<file path="config.mk">
export PLATFORM = sky130hd
export DESIGN_NAME = muldiv_unit
export DESIGN_NICKNAME = d
export VERILOG_FILES = /design/src/rtl/riscv_pkg.sv /design/src/rtl/muldiv_unit.sv
export SDC_FILE = /design/constraint.sdc
export NUM_CORES = 1
export LEC_CHECK = 0
export BUFFER_PORTS_ARGS = -buffer_cell sky130_fd_sc_hd__buf_4
export CAP_MARGIN = 30
export CORE_AREA = 2 2 224 226
export CTS_BUF_LIST = sky130_fd_sc_hd__clkbuf_4
export DETAILED_ROUTE_END_ITERATION = 10
export DIE_AREA = 0 0 226 228
export HOLD_SLACK_MARGIN = 0.15
export PLACE_DENSITY_LB_ADDON = 0.2
export SYNTH_ARGS = -nofsm -noshare
export SYNTH_HDL_FRONTEND = slang
export SYNTH_SLANG_ARGS = --single-unit
</file>
<file path="constraint.sdc">
create_clock -name clk -period 4.6 [get_ports clk]
set_input_delay 0.69 -clock clk [delete_from_list [all_inputs] [get_ports clk]]
set_output_delay 0.69 -clock clk [all_outputs]
set_load 0.05 [all_outputs]
</file>
<file path="src/rtl/riscv_pkg.sv">
// riscv_pkg: constants and enumerations shared by the RV32M execution unit.
//   XLEN          operand/result width (also the iteration count)
//   CNT_W         width of the iteration counter
//   m_funct3_e    RV32M funct3 encodings
//   muldiv_state_e control states of the multiply/divide unit
package riscv_pkg;

  localparam int XLEN  = 32;
  localparam int CNT_W = $clog2(XLEN);

  localparam logic [CNT_W-1:0] CNT_LAST = CNT_W'(XLEN - 1);

  typedef enum logic [2:0] {
    F3_MUL    = 3'b000,
    F3_MULH   = 3'b001,
    F3_MULHSU = 3'b010,
    F3_MULHU  = 3'b011,
    F3_DIV    = 3'b100,
    F3_DIVU   = 3'b101,
    F3_REM    = 3'b110,
    F3_REMU   = 3'b111
  } m_funct3_e;

  typedef enum logic [1:0] {
    ST_IDLE = 2'd0,
    ST_RUN  = 2'd1,
    ST_FIX  = 2'd2,
    ST_DONE = 2'd3
  } muldiv_state_e;

endpackage

</file>
<file path="src/rtl/muldiv_unit.sv">
// muldiv_unit: iterative RV32M multiply/divide unit.
//   Multiply is shift-add, divide is restoring; both work on unsigned
//   magnitudes in a shared 2*XLEN accumulator, one bit per RUN cycle, and the
//   signs are applied in FIX.  Divide-by-zero and signed overflow skip RUN.
// Ports:
//   clk     core clock
//   rst_n   asynchronous active-low reset
//   start   request pulse, accepted only in IDLE or DONE
//   funct3  RV32M operation select
//   op_a    rs1 value
//   op_b    rs2 value
//   busy    high in RUN and FIX
//   done    one-cycle pulse, result valid
//   result  registered result, held until the next completion
module muldiv_unit
  import riscv_pkg::*;
(
  input  logic            clk,
  input  logic            rst_n,
  input  logic            start,
  input  logic [2:0]      funct3,
  input  logic [XLEN-1:0] op_a,
  input  logic [XLEN-1:0] op_b,
  output logic            busy,
  output logic            done,
  output logic [XLEN-1:0] result
);

  muldiv_state_e       state_q, state_d;
  m_funct3_e           funct3_q, funct3_d;
  logic [CNT_W-1:0]    cnt_q, cnt_d;
  logic [XLEN-1:0]     b_q, b_d;
  logic [2*XLEN-1:0]   acc_q, acc_d;
  logic                neg_q, neg_d;    // product / quotient sign
  logic                rneg_q, rneg_d;  // remainder sign
  logic                fast_q, fast_d;  // accumulator low half already holds the result
  logic [XLEN-1:0]     result_q, result_d;

  // Operand decode for the request being presented.
  m_funct3_e       f3_in;
  logic            in_div, in_rem, sgn_a_op, sgn_b_op, sa, sb;
  logic [XLEN-1:0] mag_a, mag_b;
  logic            div_zero, div_ovf, accept;

  assign f3_in    = m_funct3_e'(funct3);
  assign in_div   = funct3[2];
  assign in_rem   = funct3[2] & funct3[1];
  assign sgn_a_op = (f3_in == F3_MUL) || (f3_in == F3_MULH) || (f3_in == F3_MULHSU) ||
                    (f3_in == F3_DIV) || (f3_in == F3_REM);
  assign sgn_b_op = (f3_in == F3_MUL) || (f3_in == F3_MULH) ||
                    (f3_in == F3_DIV) || (f3_in == F3_REM);
  assign sa       = sgn_a_op & op_a[XLEN-1];
  assign sb       = sgn_b_op & op_b[XLEN-1];
  assign mag_a    = sa ? (~op_a + 1'b1) : op_a;
  assign mag_b    = sb ? (~op_b + 1'b1) : op_b;
  assign div_zero = in_div && (op_b == '0);
  assign div_ovf  = in_div && sgn_a_op && (op_a == {1'b1, {(XLEN-1){1'b0}}}) && (op_b == '1);
  assign accept   = start && ((state_q == ST_IDLE) || (state_q == ST_DONE));

  // Shift-add step: add the multiplicand into the high half when the current
  // multiplier bit (acc[0]) is set, then shift the whole register right. The
  // carry out of the add becomes the new top bit.
  logic [XLEN:0]     mul_sum;
  logic [2*XLEN-1:0] mul_next;
  assign mul_sum  = {1'b0, acc_q[2*XLEN-1:XLEN]} + {1'b0, (acc_q[0] ? b_q : {XLEN{1'b0}})};
  assign mul_next = {mul_sum, acc_q[XLEN-1:1]};

  // Restoring step: high half is the partial remainder, low half shifts the
  // dividend out at the top and the quotient in at the bottom. The partial
  // remainder stays below the divisor, so XLEN+1 bits hold the shifted value
  // and the top bit of the difference is the borrow.
  logic [XLEN:0]     div_sh, div_diff;
  logic              div_ok;
  logic [2*XLEN-1:0] div_next;
  assign div_sh   = acc_q[2*XLEN-1:XLEN-1];
  assign div_diff = div_sh - {1'b0, b_q};
  assign div_ok   = ~div_diff[XLEN];
  assign div_next = {(div_ok ? div_diff[XLEN-1:0] : div_sh[XLEN-1:0]),
                     acc_q[XLEN-2:0], div_ok};

  // Sign-corrected results available in FIX.
  logic [2*XLEN-1:0] prod_fix;
  logic [XLEN-1:0]   quo_fix, rem_fix;
  assign prod_fix = neg_q  ? (~acc_q + 1'b1) : acc_q;
  assign quo_fix  = neg_q  ? (~acc_q[XLEN-1:0] + 1'b1) : acc_q[XLEN-1:0];
  assign rem_fix  = rneg_q ? (~acc_q[2*XLEN-1:XLEN] + 1'b1) : acc_q[2*XLEN-1:XLEN];

  always_comb begin
    state_d  = state_q;
    funct3_d = funct3_q;
    cnt_d    = cnt_q;
    b_d      = b_q;
    acc_d    = acc_q;
    neg_d    = neg_q;
    rneg_d   = rneg_q;
    fast_d   = fast_q;
    result_d = result_q;

    case (state_q)
      ST_IDLE, ST_DONE: begin
        state_d = ST_IDLE;
        if (accept) begin
          funct3_d = f3_in;
          b_d      = mag_b;
          cnt_d    = '0;
          neg_d    = sa ^ sb;
          rneg_d   = sa;
          fast_d   = 1'b0;
          acc_d    = {{XLEN{1'b0}}, mag_a};
          state_d  = ST_RUN;
          if (div_zero) begin
            fast_d  = 1'b1;
            acc_d   = {{XLEN{1'b0}}, (in_rem ? op_a : {XLEN{1'b1}})};
            state_d = ST_FIX;
          end else if (div_ovf) begin
            fast_d  = 1'b1;
            acc_d   = {{XLEN{1'b0}}, (in_rem ? {XLEN{1'b0}} : {1'b1, {(XLEN-1){1'b0}}})};
            state_d = ST_FIX;
          end
        end
      end

      ST_RUN: begin
        acc_d = funct3_q[2] ? div_next : mul_next;
        cnt_d = cnt_q + 1'b1;
        if (cnt_q == CNT_LAST) begin
          state_d = ST_FIX;
        end
      end

      ST_FIX: begin
        state_d = ST_DONE;
        if (fast_q) begin
          result_d = acc_q[XLEN-1:0];
        end else begin
          case (funct3_q)
            F3_MUL:                       result_d = prod_fix[XLEN-1:0];
            F3_MULH, F3_MULHSU, F3_MULHU: result_d = prod_fix[2*XLEN-1:XLEN];
            F3_DIV, F3_DIVU:              result_d = quo_fix;
            default:                      result_d = rem_fix;
          endcase
        end
      end

      default: state_d = ST_IDLE;
    endcase
  end

  always_ff @(posedge clk or negedge rst_n) begin
    if (!rst_n) begin
      state_q  <= ST_IDLE;
      funct3_q <= F3_MUL;
      cnt_q    <= '0;
      b_q      <= '0;
      acc_q    <= '0;
      neg_q    <= 1'b0;
      rneg_q   <= 1'b0;
      fast_q   <= 1'b0;
      result_q <= '0;
    end else begin
      state_q  <= state_d;
      funct3_q <= funct3_d;
      cnt_q    <= cnt_d;
      b_q      <= b_d;
      acc_q    <= acc_d;
      neg_q    <= neg_d;
      rneg_q   <= rneg_d;
      fast_q   <= fast_d;
      result_q <= result_d;
    end
  end

  assign busy   = (state_q == ST_RUN) || (state_q == ST_FIX);
  assign done   = (state_q == ST_DONE);
  assign result = result_q;

endmodule

</file>
==> results.py, run 1 <==
metrics = {
    "detailed_routing": {
        "antenna_left": 0,
        "dr.pass1.iters": 5,
        "wl_per_cell_um": 21.1,
        "vias": 14700,
        "viasPerCell": 5.57,
        "drt_iter0_markers": 1188,
        "drc": 0,
        "postRouteWirelength_mm": 55.7,
    },
    "job": {
        "drv_cap": 0,
    },
    "cts": {
        "cts.sinks": 141,
        "cts_hold_buf": 1,
        "ctsResizeCount": 0,
        "htree_levels": 4,
        "cts_tree": "yes",
        "cts.clk_slew.worst_paths_ns": 0.16,
        "post_cts_buffers": 0,
        "clockRootBuffer": "clkbuf_4",
        "clockBufferDepth": 2,
        "cts_buffers": 17,
        "clk_latency_ns": 0.67,
    },
    "die": {
        "dieArea_sq_um": 51500,
        "chipWidth_um": 226,
        "core_sq_um": 49300,
        "fp-row-count": 82,
        "die_h_um": 228,
        "io_pins": 104,
        "initial_core_util_pct": 29.5,
    },
    "logic_synthesis": {
        "ys_async_sr_fraction_pct": 100,
        "postSynthAreaPerCell_sq_um": 7.58,
        "ys_ff_latch": 141,
        "seq_area_frac_synth_pct": 24.2,
        "yosys.cell_types.count": 80,
        "syn_nets": 2068,
        "yosysWarnings": 0,
        "synth-main-ff-cell": "dfrtp_1",
        "synth_cells": 1922,
        "syn-cell-area_sq_um": 14600,
        "synth-edff-count": 0,
    },
    "final_layout": {
        "num-fill-cells": 5312,
        "mostFrequentLayoutCells": "o21ai_0 (196), nand2_1 (189), nor2_1 (156), a21oi_1 (154), buf_4 (153)",
        "utilization_pct": 33.3,
        "drive_gt1_share_pct": 11.9,
        "layoutNonFillerInstCount": 2642,
        "final_common_cell": "o21ai_0",
        "area_growth_pct": 12.8,
        "finalNetCount": 2102,
    },
    "grt": {
        "grt_pass1_wl_mm": 86.1,
        "grt.overflow.total": 0,
        "grtUsageTotal_pct": 21.5,
        "grt_max_degree": 93,
        "antenna_found_initial": 1,
        "grt_pass1_vias": 14100,
    },
    "critical_path": {
        "path_max_fanout": 18,
        "required_ns": 5.18,
        "critPathKind": "flip-flop to flip-flop",
        "end_kind": "flip-flop",
        "cp-start-kind": "flip-flop",
        "worst_ep_arrival_time_ns": 4.51,
    },
    "timing": {
        "fin_skew_ns": 0.0368,
        "fin_crit_sh_pct": 85.4,
        "slew_headroom_pct": 29.7,
        "setup_viol": 0,
        "hold_viol": 0,
        "fmax_mhz": 254,
        "rsz0062_at_grt": "false",
        "setup_tns_ns": 0,
        "worst_pin_slew_ns": 1.05,
        "maxSlewViolCount": 0,
        "fin_crit_ns": 3.93,
    },
    "min_path": {
        "min_path_type": "primary input to flip-flop",
    },
    "power_and_ir_drop": {
        "p_leak_nw": 6.79,
        "peakVddDrop_mv": 0.487,
        "p_total_mw": 12.4,
        "power.density_nw_per_um2": 755,
    },
    "place": {
        "dp.cells": 2606,
        "place.gp.congestion": 0.927,
        "io_buffers": 103,
        "hpwl_mm": 42.4,
    },
    "run_status": {
        "outcome": "finished clean",
    },
}
[final timing paths]
path,start,endpoint,slack [ns],depth (start not counted)
min in group asynchronous,rst_n,result[21],0.40,2
max,acc_q[31],acc_q[35],0.67,14
min reg2reg,b_q[21],b_q[21],0.50,2
max reg2reg,acc_q[31],acc_q[35],0.67,14
max in group asynchronous,rst_n,result[26],2.98,4
min,funct3[0],funct3_q[0],0.28,2
[kinds of logic after synthesis]
logic type	after synthesis	share of synthesized area, %
flip-flops	141	24.2
XOR/XNOR	173	10.4
multiplexers	66	4.59
buffers and inverters	217	5.90
AND/OR/NAND/NOR	626	21.4
AO/OA/AOI/OAI	623	26.8
adder cells (fa/ha/maj)	76	6.63
[cells in the mapped netlist (all sizes together), types with 36 or more instances]
master	number	share of area [%]
dfrtp	141	24
mux2i	60	4.1
o21ai	220	7.7
xor2	88	5.3
nor3	37	1.3
ha	74	6.4
nor2	157	4.0
nand3	36	1.2
clkbuf	114	2.9
inv	74	1.9
a21oi	154	5.3
xnor2	85	5.1
nand2	191	4.9
[worst max-delay path, stage by stage (launching register included)]
cell,delay [ns]
dfrtp_1,0.43
inv_1,0.12
ha_1,0.22
fa_1,0.38
nand2b_1,0.19
a21oi_1,0.31
o211ai_1,0.24
and2_1,0.21
a311oi_1,0.26
buf_4,0.19
and2_2,0.54
buf_4,0.29
mux2i_1,0.18
o21ai_0,0.09
a22o_1,0.20
[registers in the layout, summed over array words and instances (netlist names)]
name,cells
cnt_q,5
neg_q,1
result,32
fast_q,1
b_q,32
state_q,2
acc_q,64
rneg_q,1
funct3_q,3
[power by group]
| group | total [mW] | switching (mW) | internal, mW |
|---|---|---|---|
| Sequential | 2.69 | 0.895 | 1.79 |
| Combinational | 8.71 | 5.53 | 3.18 |
| Clock | 1.01 | 0.553 | 0.456 |
[routing by layer]
| metal | GRT usage [%] | vias up | share of wire (%) | routed length [um] |
|---|---|---|---|---|
| met4 | 6.13 | 0 | 2.5 | 1390 |
| met3 | 3.70 | 67 | 5.8 | 3210 |
| li1 | - | 7077 | - | - |
| met2 | 33.4 | 470 | 45 | 24800 |
| met5 | 0 | - | 0 | 0 |
| met1 | 30.6 | 7113 | 47 | 26200 |
[through the flow]
stage	area [sq um]	hold slack [ns]	setup WS, ns
CTS	16400	0.238	0.665
detailed placement	16000	0.472	0.676
floorplan	14600	0.394	1.21
global placement	16000	0.456	0.718
global route	16400	0.250	0.441
finish	16400	0.276	0.670
[layout make-up]
type / instances / area, sq um / area share, %
multi-input cells: 1564 / 10200 / 62.1
flip-flops and latches: 141 / 3530 / 21.5
repair buffers: 158 / 1240 / 7.55
well taps: 672 / 841 / 5.12
inverters: 74 / 278 / 1.69
clock inverters: 12 / 184 / 1.12
clock buffers: 20 / 150 / 0.914
diodes: 1 / 2.50 / 0.0152
Power figures use the tool's default switching activity.
==> run 2: changes to the inputs <==
--- a/config.mk
+++ b/config.mk
@@ -13,6 +13,7 @@
 export DIE_AREA = 0 0 226 228
 export HOLD_SLACK_MARGIN = 0.15
 export PLACE_DENSITY_LB_ADDON = 0.2
+export REMOVE_ABC_BUFFERS = 1
 export SYNTH_ARGS = -nofsm -noshare
 export SYNTH_HDL_FRONTEND = slang
 export SYNTH_SLANG_ARGS = --single-unit
==> results.py, run 2 (synthesis results as in run 1) <==
metrics = {
    "final_layout": {
        "num-fill-cells": 5212,
        "largest_reg_flops": 64,
        "multi_input_area_sq_um": 10200,
        "mostFrequentLayoutCells": "o21ai_0 (196), nand2_1 (189), nor2_1 (156), a21oi_1 (154), buf_4 (146)",
        "layoutNonFillerInstCount": 2634,
        "max_flop_register": "acc_q",
        "area_growth_pct": 12.3,
        "regArea_sq_um": 3530,
        "final_common_cell": "o21ai_0",
        "finalNetCount": 2096,
        "drive_gt1_share_pct": 11.5,
    },
    "cts": {
        "cts.sinks": 141,
        "post_cts_buffers": 0,
        "cts_hold_buf": 1,
        "clockBufferDepth": 2,
        "ctsResizeCount": 0,
        "clockRootBuffer": "clkbuf_4",
        "cts_tree": "yes",
        "cts.clk_slew.worst_paths_ns": 0.14,
        "htree_levels": 4,
        "clk_latency_ns": 0.67,
        "cts_buffers": 17,
    },
    "grt": {
        "grt_pass1_vias": 14300,
        "grt.overflow.total": 0,
        "antenna_found_initial": 1,
        "grt_max_degree": 76,
        "grt_pass1_wl_mm": 86.5,
        "grtUsageTotal_pct": 21.7,
    },
    "detailed_routing": {
        "drc": 0,
        "viasPerCell": 5.63,
        "dr.pass1.iters": 5,
        "vias": 14800,
        "antenna_left": 0,
        "wl_per_cell_um": 21.1,
        "drt_iter0_markers": 1599,
        "postRouteWirelength_mm": 55.6,
    },
    "timing": {
        "maxSlewViolCount": 0,
        "setup_tns_ns": 0,
        "hold_viol": 0,
        "fin_crit_sh_pct": 87.6,
        "worst_pin_slew_ns": 1.07,
        "rsz0062_at_grt": "false",
        "fin_crit_ns": 4.03,
        "slew_headroom_pct": 27.9,
        "fin_skew_ns": 0.0259,
        "setup_viol": 0,
        "fmax_mhz": 248,
    },
    "place": {
        "place.gp.congestion": 0.902,
        "dp.cells": 2600,
        "io_buffers": 103,
        "hpwl_mm": 41.9,
    },
    "job": {
        "drv_cap": 0,
    },
    "critical_path": {
        "critPathKind": "flip-flop to flip-flop",
        "worst_ep_arrival_time_ns": 4.57,
        "end_kind": "flip-flop",
        "path_max_fanout": 30,
        "cp-start-kind": "flip-flop",
        "required_ns": 5.14,
    },
    "die": {
        "initial_core_util_pct": 29.5,
        "die_h_um": 228,
        "chipWidth_um": 226,
        "dieArea_sq_um": 51500,
        "io_pins": 104,
        "core_sq_um": 49300,
        "fp-row-count": 82,
    },
    "run_status": {
        "outcome": "finished clean",
    },
    "power_and_ir_drop": {
        "p_total_mw": 12.4,
        "p_leak_nw": 6.73,
        "power.density_nw_per_um2": 756,
        "peakVddDrop_mv": 0.395,
    },
    "min_path": {
        "min_path_type": "primary input to flip-flop",
    },
}
run 2: cell types whose count changed in the layout (fill, tap and decap cells not counted):
| cell | previous run | this run |
|---|---|---|
| inv_6 | 4 | 0 |
| clkbuf_4 | 20 | 18 |
| buf_16 | 2 | 1 |
| buf_8 | 1 | 2 |
| buf_12 | 0 | 1 |
| buf_4 | 153 | 146 |
| clkinvlp_4 | 2 | 4 |
| clkinv_1 | 0 | 1 |
| clkinv_2 | 1 | 2 |
run 2: worst paths after layout:
kind                                start         to  slack (ns)  cells after the start
worst max-delay path            acc_q[31]  acc_q[47]        0.57                     16
worst min-delay path             op_a[28]  acc_q[28]        0.32                      3
worst max register to register  acc_q[31]  acc_q[47]        0.57                     16
worst min register to register   cnt_q[4]   cnt_q[4]        0.49                      2
max in group asynchronous           rst_n  acc_q[24]        3.10                      3
min in group asynchronous           rst_n  acc_q[41]        0.57                      2
run 2: cell type report:
class	count	share of cell area [%]
diodes	1	0.0153
clock buffers	18	0.826
clock inverters	12	1.06
inverters	74	1.70
multi-input cells	1564	62.4
flip-flops and latches	141	21.6
well taps	672	5.14
repair buffers	152	7.31
run 2: per-layer routing:
| metal | vias up | share of wire [%] | track usage (%) |
|---|---|---|---|
| met1 | 7186 | 46 | 29.8 |
| met3 | 76 | 5.3 | 2.94 |
| met2 | 486 | 46 | 34.6 |
| li1 | 7070 | - | - |
| met4 | 0 | 3.1 | 7.93 |
| met5 | - | 0 | 0 |
run 2: worst max-delay path: stages, from the launching register on:
cell and delay, ns:
dfrtp_1 0.45, inv_1 0.14, ha_1 0.25, fa_1 0.40
nand2b_1 0.20, a21oi_1 0.14, buf_4 0.15, o211ai_1 0.11
buf_4 0.17, and2_1 0.14, a311oi_1 0.38, buf_4 0.23
and2_2 0.30, buf_12 0.26, mux2_2 0.36, a21oi_1 0.15
a21oi_1 0.08
run 2: report_power, final:
part           total, mW  internal [mW]  switching, mW
clock              0.948          0.427          0.521
sequential          2.68           1.79          0.893
combinational       8.73           3.17           5.56
run 2: stage by stage:
| step | hold WS, ns | worst slack, ns | instance area (sq um) | util, % |
|---|---|---|---|---|
| 6_report | 0.317 | 0.570 | 16400 | 33.1 |
| 3_5_place_dp | 0.469 | 0.631 | 16000 | 32.4 |
| 3_3_place_gp | 0.456 | 0.741 | 16000 | 32.4 |
| 4_1_cts | 0.253 | 0.579 | 16300 | 33.1 |
| 5_1_grt | 0.287 | 0.366 | 16400 | 33.1 |
| 2_1_floorplan | 0.394 | -1.11 | 14000 | - |
==> run 3: changes to the inputs <==
--- a/config.mk
+++ b/config.mk
@@ -5,12 +5,13 @@
 export SDC_FILE = /design/constraint.sdc
 export NUM_CORES = 1
 export LEC_CHECK = 0
+export ABC_AREA = 1
 export BUFFER_PORTS_ARGS = -buffer_cell sky130_fd_sc_hd__buf_4
 export CAP_MARGIN = 30
-export CORE_AREA = 2 2 224 226
+export CORE_AREA = 2 2 247 249
 export CTS_BUF_LIST = sky130_fd_sc_hd__clkbuf_4
 export DETAILED_ROUTE_END_ITERATION = 10
-export DIE_AREA = 0 0 226 228
+export DIE_AREA = 0 0 249 251
 export HOLD_SLACK_MARGIN = 0.15
 export PLACE_DENSITY_LB_ADDON = 0.2
 export REMOVE_ABC_BUFFERS = 1
==> constraint.sdc (replaced) <==
create_clock -name clk -period 4.6 [get_ports clk]
set_input_delay 0.69 -clock clk [delete_from_list [all_inputs] [get_ports clk]]
set_output_delay 0.69 -clock clk [all_outputs]
set_load 0.02 [all_outputs]
==> results.py, run 3 <==
metrics = {
    "cts": {
        "cts.sinks": 141,
        "ctsResizeCount": 0,
        "cts.clk_slew.worst_paths_ns": 0.16,
        "htree_levels": 4,
        "clk_latency_ns": 0.70,
        "post_cts_buffers": 0,
        "clockRootBuffer": "clkbuf_4",
        "cts_hold_buf": 1,
        "cts_buffers": 17,
        "cts_tree": "yes",
        "clockBufferDepth": 2,
    },
    "final_layout": {
        "finalNetCount": 3425,
        "num-fill-cells": 6861,
        "area_growth_pct": 10.8,
        "layoutNonFillerInstCount": 4075,
        "fin_area_sq_um": 19700,
        "mostFrequentLayoutCells": "nand2_1 (1107), inv_1 (422), nor2_1 (363), nand3_1 (270), a21oi_1 (211)",
        "multi_input_area_sq_um": 12100,
        "drive_gt1_share_pct": 7.56,
        "final_common_cell": "nand2_1",
        "regArea_sq_um": 3530,
        "max_flop_register": "acc_q",
        "largest_reg_flops": 64,
    },
    "logic_synthesis": {
        "muxShareOfSynthArea_pct": 0,
        "synth-xor-area-share_pct": 3.31,
        "ys_async_sr_fraction_pct": 100,
        "synth_most_common_cell": "nand2_1",
        "seq_area_frac_synth_pct": 19.9,
        "synth_largest_area_cell": "nand2_1",
        "yosysWarnings": 0,
        "synth_fa_ha_area_share_pct": 5.44,
        "yosys-top-cells-area": "nand2_1 (23%), dfrtp_1 (20%), inv_1 (9.0%)",
        "yosys.cell_types.count": 53,
        "synth_cells": 3230,
        "synth_compound_area_share_pct": 14.8,
        "ys_ff_latch": 141,
        "synthSimpleGateAreaFrac_pct": 44.4,
        "synth_top_family_by_area": "simple AND/OR/NAND/NOR gates",
        "synth-edff-count": 0,
        "synth-main-ff-cell": "dfrtp_1",
        "synth_common_cells": "nand2_1 (1108), inv_1 (424), nor2_1 (365), nand3_1 (270), a21oi_1 (213)",
        "synth_top_area_share_pct": 23.4,
        "syn-cell-area_sq_um": 17700,
        "postSynthAreaPerCell_sq_um": 5.49,
    },
    "place": {
        "hpwl_mm": 59.6,
        "io_buffers": 103,
        "place_area_sq_um": 19300,
        "dp.cells": 4041,
        "dp_worst_setup_slack_ns": 1.52,
        "place.gp.congestion": 0.944,
    },
    "critical_path": {
        "cp_num_buf_inv": 2,
        "required_ns": 5.19,
        "critical_path.most_common_cell": "nand2_1",
        "cp_cell_sequence": "inv_1 -> ha_1 -> fa_1 -> inv_1 -> nand2_1 -> nand2_1 -> nand3_1 -> nand2_2 -> nand2_1 -> nand2_2 -> nand2_2 -> nand2_2 -> nand2_1 -> nand2_2 -> nand2_1 -> nand2_1 -> nand2_1 -> nand2_1 -> nand2_1",
        "cp_slowest_cell": "dfrtp_1",
        "critPathKind": "flip-flop to flip-flop",
        "cpPeakStageDelay_ns": 0.60,
        "cpLargestDelayFamily": "simple AND/OR/NAND/NOR gates",
        "path_max_fanout": 25,
        "worst_ep_arrival_time_ns": 3.75,
        "end_kind": "flip-flop",
        "cp-start-kind": "flip-flop",
    },
    "timing": {
        "hold_ws_ns": 0.260,
        "hold_viol": 0,
        "fin_crit_ns": 3.16,
        "slew_headroom_pct": 33.3,
        "fmax_mhz": 317,
        "fin_crit_sh_pct": 68.6,
        "maxSlewViolCount": 0,
        "setup_viol": 0,
        "worst_pin_slew_ns": 1.00,
        "setup_ws_ns": 1.44,
        "setup_tns_ns": 0,
        "rsz0062_at_grt": "false",
        "fin_skew_ns": 0.0424,
    },
    "die": {
        "dieArea_sq_um": 62500,
        "fp-row-count": 90,
        "initial_core_util_pct": 29.7,
        "io_pins": 104,
        "chipWidth_um": 249,
        "core_sq_um": 59800,
        "die_h_um": 251,
    },
    "detailed_routing": {
        "antenna_left": 0,
        "wl_per_cell_um": 18.6,
        "drt_iter0_markers": 2125,
        "dr.pass1.iters": 8,
        "routed-wl-met2_mm": 32.1,
        "postRouteWirelength_mm": 75.6,
        "route.met3.wl_mm": 5.28,
        "met1_length_mm": 36.3,
        "vias": 20700,
        "viasPerCell": 5.08,
        "top_layer_used": "met4",
        "drc": 0,
    },
    "grt": {
        "grt_max_degree": 82,
        "grt.overflow.total": 0,
        "grtUsageTotal_pct": 23.9,
        "antenna_found_initial": 1,
        "grt_pass1_vias": 19100,
        "grt_pass1_wl_mm": 116,
    },
    "power_and_ir_drop": {
        "p_leak_nw": 10.5,
        "power.density_nw_per_um2": 650,
        "peakVddDrop_mv": 0.525,
    },
    "min_path": {
        "min_path_type": "primary input to flip-flop",
    },
    "run_status": {
        "outcome": "finished clean",
    },
    "job": {
        "drv_cap": 0,
    },
}
run 3: cell count changes after synthesis, sizes merged, moves of 27 or more:
cell / before / now
clkbuf: 114 / 65
nand3: 36 / 275
o221ai: 30 / 1
nand2: 191 / 1118
nor2: 157 / 380
xor2: 88 / 51
mux2i: 60 / 0
or3: 31 / 0
a21oi: 154 / 220
xnor2: 85 / 16
inv: 74 / 448
o31ai: 31 / 4
run 3: per-stage QoR:
stage | utilization (%) | total power, mW
5_1_grt | 32.9 | 14.0
3_5_place_dp | 32.3 | 11.6
3_3_place_gp | 32.2 | 11.6
4_1_cts | 32.9 | 12.7
2_1_floorplan | - | 8.31
6_report | 32.9 | 12.8
run 3: layout make-up:
cell class                      count  area share [%]
Antenna cell                        1          0.0127
Clock buffer                       17           0.649
Sequential cell                   141            18.0
Clock inverter                     15            1.03
Timing Repair Buffer              132            5.24
Multi-Input combinational cell   2535            61.5
Inverter                          452            8.64
Tap cell                          782            4.98
run 3: cells by family (layout without fill, tap and decap cells):
family	Yosys count	count (layout)
simple gates	1897	1897
flops	141	141
fa+ha+maj	76	76
buf+inv	554	616
compound gates	495	495
other cells	0	1
xor+xnor	67	67
run 3: worst min-delay path, cell delays in order:
cell	delay (ns)
buf_4	0.12
nand2_1	0.06
nand2_1	0.05
run 3: path summary, 6_finish.rpt:
path	startpoint	end	slack (ns)	depth (start not counted)
setup / recovery	acc_q[31]	acc_q[62]	1.44	19
hold / removal	funct3[1]	funct3_q[1]	0.26	3
setup reg to reg	acc_q[31]	acc_q[62]	1.44	19
hold reg to reg	result[9]	result[9]	0.50	2
max in group asynchronous	rst_n	acc_q[43]	3.01	3
min in group asynchronous	rst_n	b_q[29]	0.55	2
run 3: metal layers:
layer  global-route usage, %  vias up
li1                        -    10400
met1                    35.5     9430
met2                    36.4      798
met3                    2.37       91
met4                    7.20        0
met5                       0        -
run 3: report_power, final:
group / internal (mW) / switching, mW / leakage [nW]
registers: 1.76 / 0.835 / 1.75
clock network: 0.398 / 0.629 / 0.171
logic: 2.81 / 6.35 / 8.60
